==> config.mk <==
export PLATFORM = sky130hd
export DESIGN_NAME = minimig_autoconfig_sequencer
export DESIGN_NICKNAME = d
export VERILOG_FILES = /design/src/rtl/minimig_ac_pkg.sv /design/src/rtl/minimig_ac_base_decode.sv /design/src/rtl/minimig_autoconfig_sequencer.sv
export SDC_FILE = /design/constraint.sdc
export NUM_CORES = 1
export LEC_CHECK = 0
export BUFFER_PORTS_ARGS = -buffer_cell sky130_fd_sc_hd__buf_2
export CAP_MARGIN = 20
export CORE_MARGIN = 8
export CORE_UTILIZATION = 25
export DETAILED_ROUTE_END_ITERATION = 10
export PLACE_DENSITY = 0.44
export SYNTH_ARGS = -nofsm -noshare
export SYNTH_HDL_FRONTEND = slang
export SYNTH_SLANG_ARGS = --single-unit
==> constraint.sdc <==
create_clock -name clk -period 3.7 [get_ports clk]
set_input_delay 1.11 -clock clk [delete_from_list [all_inputs] [get_ports clk]]
set_output_delay 1.11 -clock clk [all_outputs]
set_load 0.02 [all_outputs]
==> src/rtl/minimig_ac_pkg.sv <==
// Shared definitions for the Minimig Zorro autoconfig sequencer.
// Holds the autoconfig register byte offsets, the chain device codes, the
// sequencer FSM state type and a helper that finds the next present board.
package minimig_ac_pkg;

  // Byte offsets inside the $E80000 autoconfig window.
  localparam logic [8:0] OFF_Z3_BASE = 9'h044;  // ZIII/ETH base, A31:16
  localparam logic [8:0] OFF_BASE_HI = 9'h048;  // ZII base A23:20, configures
  localparam logic [8:0] OFF_BASE_LO = 9'h04A;  // ZII base A19:16, pending only
  localparam logic [8:0] OFF_SHUTUP  = 9'h04C;  // shut-up, any device

  // Chain device codes, also used as the autoconfig ROM page.
  localparam logic [2:0] DEV_ZII  = 3'd0;
  localparam logic [2:0] DEV_Z3A  = 3'd1;
  localparam logic [2:0] DEV_Z3B  = 3'd2;
  localparam logic [2:0] DEV_ETH  = 3'd3;
  localparam logic [2:0] DEV_NONE = 3'd7;

  typedef enum logic [1:0] {
    ST_INIT,
    ST_ACTIVE,
    ST_DONE
  } ac_state_e;

  // Lowest present board index that is >= from, or DEV_NONE if there is none.
  // Scanning downwards lets the lowest matching index win.
  function automatic logic [2:0] first_present(input logic [3:0] present,
                                               input logic [2:0] from);
    first_present = DEV_NONE;
    for (int i = 3; i >= 0; i--) begin
      if (present[i] && (3'(i) >= from)) first_present = 3'(i);
    end
  endfunction

endpackage

==> src/rtl/minimig_ac_base_decode.sv <==
// Base-address comparators and registered per-board hit strobes.
// Ports:
//   clk, reset        system clock, synchronous active-high reset
//   cpu_addr          CPU address [31:16]
//   zii_base          ZII base A23:16; zii_size selects 2/4/8 MB compare width
//   z3a_base          ZIII RAM A base A31:16 (16 MB, only A31:24 compared)
//   z3b_base, z3b_4m  ZIII RAM B base A31:16 and 4 MB/2 MB size select
//   eth_base          Ethernet base A31:16 (64 KB)
//   board_configured  per-board configured flags
//   board_shutup      per-board shut-up flags
//   board_hit         registered hit, one clk after cpu_addr
module minimig_ac_base_decode (
  input  logic        clk,
  input  logic        reset,
  input  logic [15:0] cpu_addr,
  input  logic [7:0]  zii_base,
  input  logic [1:0]  zii_size,
  input  logic [15:0] z3a_base,
  input  logic [15:0] z3b_base,
  input  logic        z3b_4m,
  input  logic [15:0] eth_base,
  input  logic [3:0]  board_configured,
  input  logic [3:0]  board_shutup,
  output logic [3:0]  board_hit
);

  logic [3:0]  board_hit_d, board_hit_q;
  logic [7:0]  zii_mask;
  logic [15:0] z3b_mask;
  logic [3:0]  match;

  // Each comparator XORs address against base and masks to the bits that
  // define the board's window; a zero result means the address is inside.
  always_comb begin
    // NOTE: every always_comb output gets a default first, so no path can
    // leave it unassigned and infer a latch.
    zii_mask = 8'h80;  // 8 MB: A23 only
    case (zii_size)
      2'b01:   zii_mask = 8'hE0;  // 2 MB: A23:21
      2'b10:   zii_mask = 8'hC0;  // 4 MB: A23:22
      default: zii_mask = 8'h80;
    endcase
    z3b_mask = z3b_4m ? 16'hFFC0 : 16'hFFE0;

    match[0] = (cpu_addr[15:8] == 8'h00) &&
               (((cpu_addr[7:0] ^ zii_base) & zii_mask) == 8'h00);
    match[1] = ((cpu_addr ^ z3a_base) & 16'hFF00) == 16'h0000;
    match[2] = ((cpu_addr ^ z3b_base) & z3b_mask) == 16'h0000;
    match[3] = cpu_addr == eth_base;

    board_hit_d = match & board_configured & ~board_shutup;
  end

  always_ff @(posedge clk) begin
    // NOTE: sequential state is updated with non-blocking assignments so all
    // flops sample the same pre-edge values.
    if (reset) board_hit_q <= '0;
    else       board_hit_q <= board_hit_d;
  end

  assign board_hit = board_hit_q;

endmodule

==> src/rtl/minimig_autoconfig_sequencer.sv <==
// Zorro autoconfig chain sequencer for Minimig.
// Walks the present boards (ZII RAM, ZIII RAM A, ZIII RAM B, Ethernet) in
// fixed order, accepts Kickstart's base-address and shut-up writes in the
// autoconfig window, and owns the resulting bases for address decode.
// Ports:
//   clk, reset                 system clock, synchronous active-high reset
//   clk7_en                    7 MHz qualifier for window writes
//   address_in, data_in        CPU address [8:1] and write data
//   hwr, lwr, sel              byte write strobes, window select
//   board_enable, zii_size,    board presence and sizes (presence latched
//   z3b_4m                     in INIT)
//   cpu_addr                   CPU address [31:16] for decode
//   ac_device                  current chain device / ROM page (7 = none)
//   board_configured,          per-board configured / shut-up flags
//   board_shutup
//   board_hit                  registered per-board address hit
//   autoconfig_done            chain exhausted
module minimig_autoconfig_sequencer
  import minimig_ac_pkg::*;
#(
  parameter bit ETH_EN = 1'b1
) (
  input  logic        clk,
  input  logic        reset,
  input  logic        clk7_en,
  input  logic [7:0]  address_in,
  input  logic [15:0] data_in,
  input  logic        hwr,
  input  logic        lwr,
  input  logic        sel,
  input  logic [3:0]  board_enable,
  input  logic [1:0]  zii_size,
  input  logic        z3b_4m,
  input  logic [15:0] cpu_addr,
  output logic [2:0]  ac_device,
  output logic [3:0]  board_configured,
  output logic [3:0]  board_shutup,
  output logic [3:0]  board_hit,
  output logic        autoconfig_done
);

  ac_state_e   state_d, state_q;
  logic [2:0]  ac_device_d, ac_device_q;
  logic [3:0]  present_d, present_q;
  logic [3:0]  configured_d, configured_q;
  logic [3:0]  shutup_d, shutup_q;
  logic        done_d, done_q;
  logic [3:0]  pending_d, pending_q;
  logic [7:0]  zii_base_d, zii_base_q;
  logic [15:0] z3a_base_d, z3a_base_q;
  logic [15:0] z3b_base_d, z3b_base_q;
  logic [15:0] eth_base_d, eth_base_q;

  logic        wr;
  logic        advance;
  logic [8:0]  offset;
  logic [1:0]  idx;

  assign wr     = clk7_en && sel && (hwr || lwr);
  assign offset = {address_in, 1'b0};
  assign idx    = ac_device_q[1:0];

  always_comb begin
    state_d      = state_q;
    ac_device_d  = ac_device_q;
    present_d    = present_q;
    configured_d = configured_q;
    shutup_d     = shutup_q;
    done_d       = done_q;
    pending_d    = pending_q;
    zii_base_d   = zii_base_q;
    z3a_base_d   = z3a_base_q;
    z3b_base_d   = z3b_base_q;
    eth_base_d   = eth_base_q;
    advance      = 1'b0;

    case (state_q)
      ST_INIT: begin
        // A ZII board with size 00 has no memory to map, so it is absent.
        present_d   = {board_enable[3] & ETH_EN, board_enable[2:1],
                       board_enable[0] & (|zii_size)};
        ac_device_d = first_present(present_d, DEV_ZII);
        if (ac_device_d == DEV_NONE) begin
          state_d = ST_DONE;
          done_d  = 1'b1;
        end else begin
          state_d = ST_ACTIVE;
        end
      end

      ST_ACTIVE: begin
        if (wr) begin
          if (offset == OFF_SHUTUP) begin
            shutup_d[idx] = 1'b1;
            advance       = 1'b1;
          end else if (ac_device_q == DEV_ZII) begin
            // The low nibble arrives first and only takes effect together
            // with the high nibble write, which is the configuring one.
            if (offset == OFF_BASE_LO) begin
              pending_d = data_in[15:12];
            end else if (offset == OFF_BASE_HI) begin
              zii_base_d        = {data_in[15:12], pending_q};
              configured_d[idx] = 1'b1;
              advance           = 1'b1;
            end
          end else if (offset == OFF_Z3_BASE) begin
            case (ac_device_q)
              DEV_Z3A: begin
                if (hwr) z3a_base_d[15:8] = data_in[15:8];
                if (lwr) z3a_base_d[7:0]  = data_in[7:0];
              end
              DEV_Z3B: begin
                if (hwr) z3b_base_d[15:8] = data_in[15:8];
                if (lwr) z3b_base_d[7:0]  = data_in[7:0];
              end
              default: begin
                if (hwr) eth_base_d[15:8] = data_in[15:8];
                if (lwr) eth_base_d[7:0]  = data_in[7:0];
              end
            endcase
            configured_d[idx] = 1'b1;
            advance           = 1'b1;
          end
        end

        if (advance) begin
          ac_device_d = first_present(present_q, ac_device_q + 3'd1);
          if (ac_device_d == DEV_NONE) begin
            state_d = ST_DONE;
            done_d  = 1'b1;
          end
        end
      end

      default: begin
        // ST_DONE holds until reset.
      end
    endcase
  end

  always_ff @(posedge clk) begin
    if (reset) begin
      state_q      <= ST_INIT;
      ac_device_q  <= DEV_NONE;
      present_q    <= '0;
      configured_q <= '0;
      shutup_q     <= '0;
      done_q       <= 1'b0;
      pending_q    <= '0;
      zii_base_q   <= '0;
      z3a_base_q   <= '0;
      z3b_base_q   <= '0;
      eth_base_q   <= '0;
    end else begin
      state_q      <= state_d;
      ac_device_q  <= ac_device_d;
      present_q    <= present_d;
      configured_q <= configured_d;
      shutup_q     <= shutup_d;
      done_q       <= done_d;
      pending_q    <= pending_d;
      zii_base_q   <= zii_base_d;
      z3a_base_q   <= z3a_base_d;
      z3b_base_q   <= z3b_base_d;
      eth_base_q   <= eth_base_d;
    end
  end

  minimig_ac_base_decode u_decode (
    .clk              (clk),
    .reset            (reset),
    .cpu_addr         (cpu_addr),
    .zii_base         (zii_base_q),
    .zii_size         (zii_size),
    .z3a_base         (z3a_base_q),
    .z3b_base         (z3b_base_q),
    .z3b_4m           (z3b_4m),
    .eth_base         (eth_base_q),
    .board_configured (configured_q),
    .board_shutup     (shutup_q),
    .board_hit        (board_hit)
  );

  assign ac_device        = ac_device_q;
  assign board_configured = configured_q;
  assign board_shutup     = shutup_q;
  assign autoconfig_done  = done_q;

endmodule

Word-level counts from Yosys, hierarchy flattened
Cells that the tools add are included.
Widths: inputs -> output; s select.

storage, ports and cells
  bits in registers = 82
  word-level logic and storage cells = 122
  input port bits = 53
  output and inout port bits = 16

operators by class
  equal/unequal tests = 17
  bitwise logic cells = 15
  reduce and logical (&&, ||, !) cells = 32
  add/subtract/negate cells = 1
  muxes and demuxes = 36
  order comparisons = 6

operators with widths
  operator            count
  $reduce_and 7->1    6
  $mux 3              12
  $eq 8x6->1 const B  4
  $logic_not 16->1    2
  $xor 16x16->16      2
  $and 16x16->16      1
  $eq 16x16->1        1
  $logic_not 8->1     2
  $mux 4              4
  $pmux 7 s2          1
  $reduce_and 6->1    2
  $mux 1              11
  $and 4x4->4         2
  $and 8x8->8         1
  $logic_and 1x1->1   8
  $ne 2x2->1 const B  4
  $or 4x4->4          2
  $xor 8x8->8         1
  $eq 3x3->1 const B  2
  $ge 1x3->1 const A  2
  $ge 2x3->1 const A  2
  $mux 2              3
  $mux 6              1
  $pmux 3 s2          1
  other kinds (23)    30

Logic depth before layout (Yosys ltp)
  depth after elaboration = 13
  depth in mapped cells = 7
  mapped depth without buffers = 7

Cells and area by module
From an unflattened synthesis, not the netlist that was laid out.

unflattened totals
  cells, all modules = 385
  area, all modules = 3676.0 um2

modules (own cells, without submodules)
  module                        area each (um2)  sequential area each (um2)  cells each  times used
  minimig_autoconfig_sequencer  3096.7           1561.5                      319         1
  minimig_ac_base_decode        579.3            80.1                        66          1

Worst setup path after synthesis
No wires, ideal clock.

  path type = input to register
  from = input port address_in[0]
  to = register eth_base_q[0]
  library setup time = 128 ps
  arrival = 2312 ps
  required time = 3572 ps
  path slack = 1260 ps
  path buffers = 0
  cell stages on the path = 5
  path through = nor4b_4 > nand3_4 > nor3_4 > mux2i_1 > nor2_1

between the ends
  word-level cells in the longest chain between the ends = 3
  elaborated cells between the ends (all ways) = 4
  classes of those cells = 2 x eq/ne; 1 x bitwise; 1 x reduce/logical

ends and longest elaborated chain
  item                                   line                                 text
  start: declaration                     minimig_autoconfig_sequencer.sv:26   input logic [7:0] address_in,
  $eq 8x6->1                             minimig_autoconfig_sequencer.sv:93   if (offset == OFF_SHUTUP) begin
  $not 1->1 (no source line)             --
  $reduce_and 7->1 (no source line) (*)  --
  end signal: assignment                 minimig_autoconfig_sequencer.sv:165  eth_base_q <= eth_base_d;
  end: declaration                       minimig_autoconfig_sequencer.sv:52   logic [15:0] eth_base_d, eth_base_q;

Every way passes the cells marked *; elsewhere a longest branch is shown, timed or not.
A chain may end at the register's enable or synchronous reset.

Worst setup path in the final report
  from = input port address_in[0]
  to = register eth_base_q[1]

Same word-level chain as after synthesis.

==> out/metrics.csv <==
metric;value;unit
Synth cell types;42;
Bufs and invs on worst path;1;
largest net degree at the start of global routing;60;
Synth area leaders;dfxtp_1 40%, mux2i_1 9.7%, xor2_1 9.1%;
Crit Path Category;input pin to flip-flop;
Seq pwr share;41.0;%
Area growth, synth to finish;25.7;%
Detailed Place HPWL;6890;µm
post_cts resized;0;
postcts setup bufs;0;
Mapped Area;2990;µm²
H-tree depth;3;
row cnt;40;
# setup viols final;0;
status;completed;
largest fanout on the critical path;8;
antenna violations before repair;0;
WL/cell;16.3;µm
number of port buffers;68;
min Tclk post-route;2.49;ns
Net Sw Frac;25.7;%
die width;125;µm
Max Root-Sink Buffers;2;
Worst Hold Class;flip-flop to flip-flop;
Post-synth EDFFs;0;
Clock Power Share;47.9;%
Lkg Pwr;1.57;nW
worst skew pair latency;0.33;ns
family with the most delay on the worst path;simple AND/OR/NAND/NOR gates;
routed wire length;8970;µm
PnR Total Power;1.64;mW
Critical Path RT;3.90;ns
Root Driver;clkbuf_16;
antenna diode count;0;
power per cell area;437;nW/µm²
Nets;460;
vias per cell;4.72;
Startpoint Class;input pin;
first-pass GRT wire length;14400;µm
Peak Freq;0.402;GHz
CP max stage delay;0.58;ns
DR pass1 iterations;4;
1st-iter DRT viols;134;
MaxCap Viol Count;0;
gate count after technology mapping;328;
Synth top area share;40.2;%
RSZ-0062 raised after global routing;no;
CTS tree;done;
Final ANT Viol Nets;0;
initial core utilization;25.2;%
# hold bufs at CTS;0;
Syn Nets;389;
Net Switching;422;µW
sequential fraction of the synthesis area;40.2;%
vias in the first global route;2698;
max_slew headroom;56.9;%
setup_tns;0;ns
Yosys warnings;0;
crit share post-route;67.2;%
Comb pwr share;11.1;%
Die Area;15700;µm²
CORE AREA;11900;µm²
Worst EP arrival;2.68;ns
Mean Syn Cell Area;9.11;µm²
layout cells sized above 1;23.3;%
CTS sink count;60;
critical path, cell by cell;buf_2 -> nor4b_4 -> nand3_4 -> nor3_4 -> mux2i_1 -> nor2_1;
internal power;1.22;mW
GRT overflow;0;
I/O pins;69;
DRC;0;
fill count;1246;
Worst-Margin Slew;0.646;ns
Via Count;2602;
Critical Path End Type;flip-flop;
Die Ht;125;µm
max-slew violations;0;
gr usage total;11.7;%
Inserted Clock Buffers;9;
final clock skew;0.0105;ns
Hold Vio Cnt, Final;0;
CTS clk-pin slew, worst paths;0.05;ns
Synth area leader;dfxtp_1;
#FFs+latches synth;60;
worst vdd ir;0.214;mV
ys async rst share;0;%
GPL Wtd Cong;0.776;
CP max stage cell;nor3_4;
primary flip-flop cell chosen by synthesis mapping;dfxtp_1;
-- worst register-to-register path, cell delays in order, from the launching register on --
cell and delay (ns):
dfxtp_1 0.52, inv_1 0.12, ha_1 0.30, nand2b_1 0.18, mux2_2 0.37, a31oi_1 0.39
a211oi_1 0.10, a211o_1 0.29
-- power groups by stage --
stage                     clock network (mW)  logic (mW)  registers, mW
after floorplan                            0       0.104          0.686
after global placement                     0       0.182          0.688
after detailed placement                   0       0.183          0.688
after CTS                              0.809       0.184          0.674
after global routing                   0.833       0.202          0.676
final                                  0.786       0.182          0.674
-- cell usage in the layout (no fill, tap or decap), types with 2 or more instances in the layout --
cell	n
nor2_1	49
clkbuf_1	2
ha_1	8
nand3_1	2
a21oi_1	28
xnor2_1	8
buf_2	68
nand2b_1	2
nor4_1	11
xor2_1	31
clkbuf_8	2
o21ai_0	19
nor3_4	3
dfxtp_1	60
nand2_1	19
a221oi_1	3
a211oi_1	2
inv_1	6
a211o_1	2
clkbuf_16	9
nand4_1	6
mux2i_1	29
buf_4	2
a31oi_1	2
nor3_1	5
nor2b_1	5
-- routing by layer --
layer | global-route usage [%] | part of all wire (%) | vias to the layer above
met5 | 0 | 0 | -
met4 | 4.44 | 1.4 | 0
met3 | 3.82 | 6.2 | 11
met2 | 18.4 | 46 | 72
met1 | 14.6 | 47 | 1210
li1 | - | - | 1309
-- cell usage after synthesis, drive strengths merged (7+ instances only) --
cell type and count:
ha 8, nand2 20, a21oi 28, mux2i 29, dfxtp 60, clkbuf 7
xor2 31, nor4 11, nor3 8, xnor2 8, o21ai 19, nor2 49
-- stage by stage --
step	hold WS [ns]	utilization [%]	instances	instance area, µm²	setup WS (ns)
after detailed placement	0.472	29.3	535	3470	0.850
after global routing	0.512	31.7	551	3760	1.10
after global placement	0.480	29.3	535	3470	0.881
after floorplan	0.458	-	328	2990	1.26
after CTS	0.488	31.7	551	3760	1.18
final	0.489	31.7	551	3760	1.21
-- final timing paths --
path	startpoint	end	slack [ns]	depth (start not counted)
min reg2reg	autoconfig_done	autoconfig_done	0.49	2
max	address_in[0]	eth_base_q[1]	1.21	6
max reg2reg	ac_device[0]	ac_device[1]	1.32	7
min	autoconfig_done	autoconfig_done	0.49	2
-- cell families (layout without fill, tap and decap cells) --
group / after synthesis / in the layout / synth area share (%)
simple gates: 113 / 113 / 20.2
compound gates: 62 / 62 / 12.2
flops: 60 / 60 / 40.2
xor+xnor: 39 / 39 / 11.4
mux: 30 / 30 / 10.1
buf+inv: 16 / 92 / 2.51
fa+ha+maj: 8 / 8 / 3.35
-- final cells by class --
class / count / area [µm²] / area share (%)
multi-input cells: 252 / 1710 / 45.6
repair buffers: 70 / 355 / 9.46
inverters: 6 / 22.5 / 0.600
clock inverters: 3 / 21.3 / 0.566
well taps: 147 / 184 / 4.90
clock buffers: 13 / 260 / 6.93
flip-flops and latches: 60 / 1200 / 32.0
-- sequential cells by signal, indices dropped and copies added, names as in the netlist --
register / flops
state_q: 2
zii_base_q: 3
autoconfig_done: 1
z3b_base_q: 11
board_shutup: 4
ac_device: 3
board_configured: 4
u_decode.board_hit: 4
eth_base_q: 16
z3a_base_q: 8
present_q: 4
No activity file was read; power rests on OpenSTA's default activity.
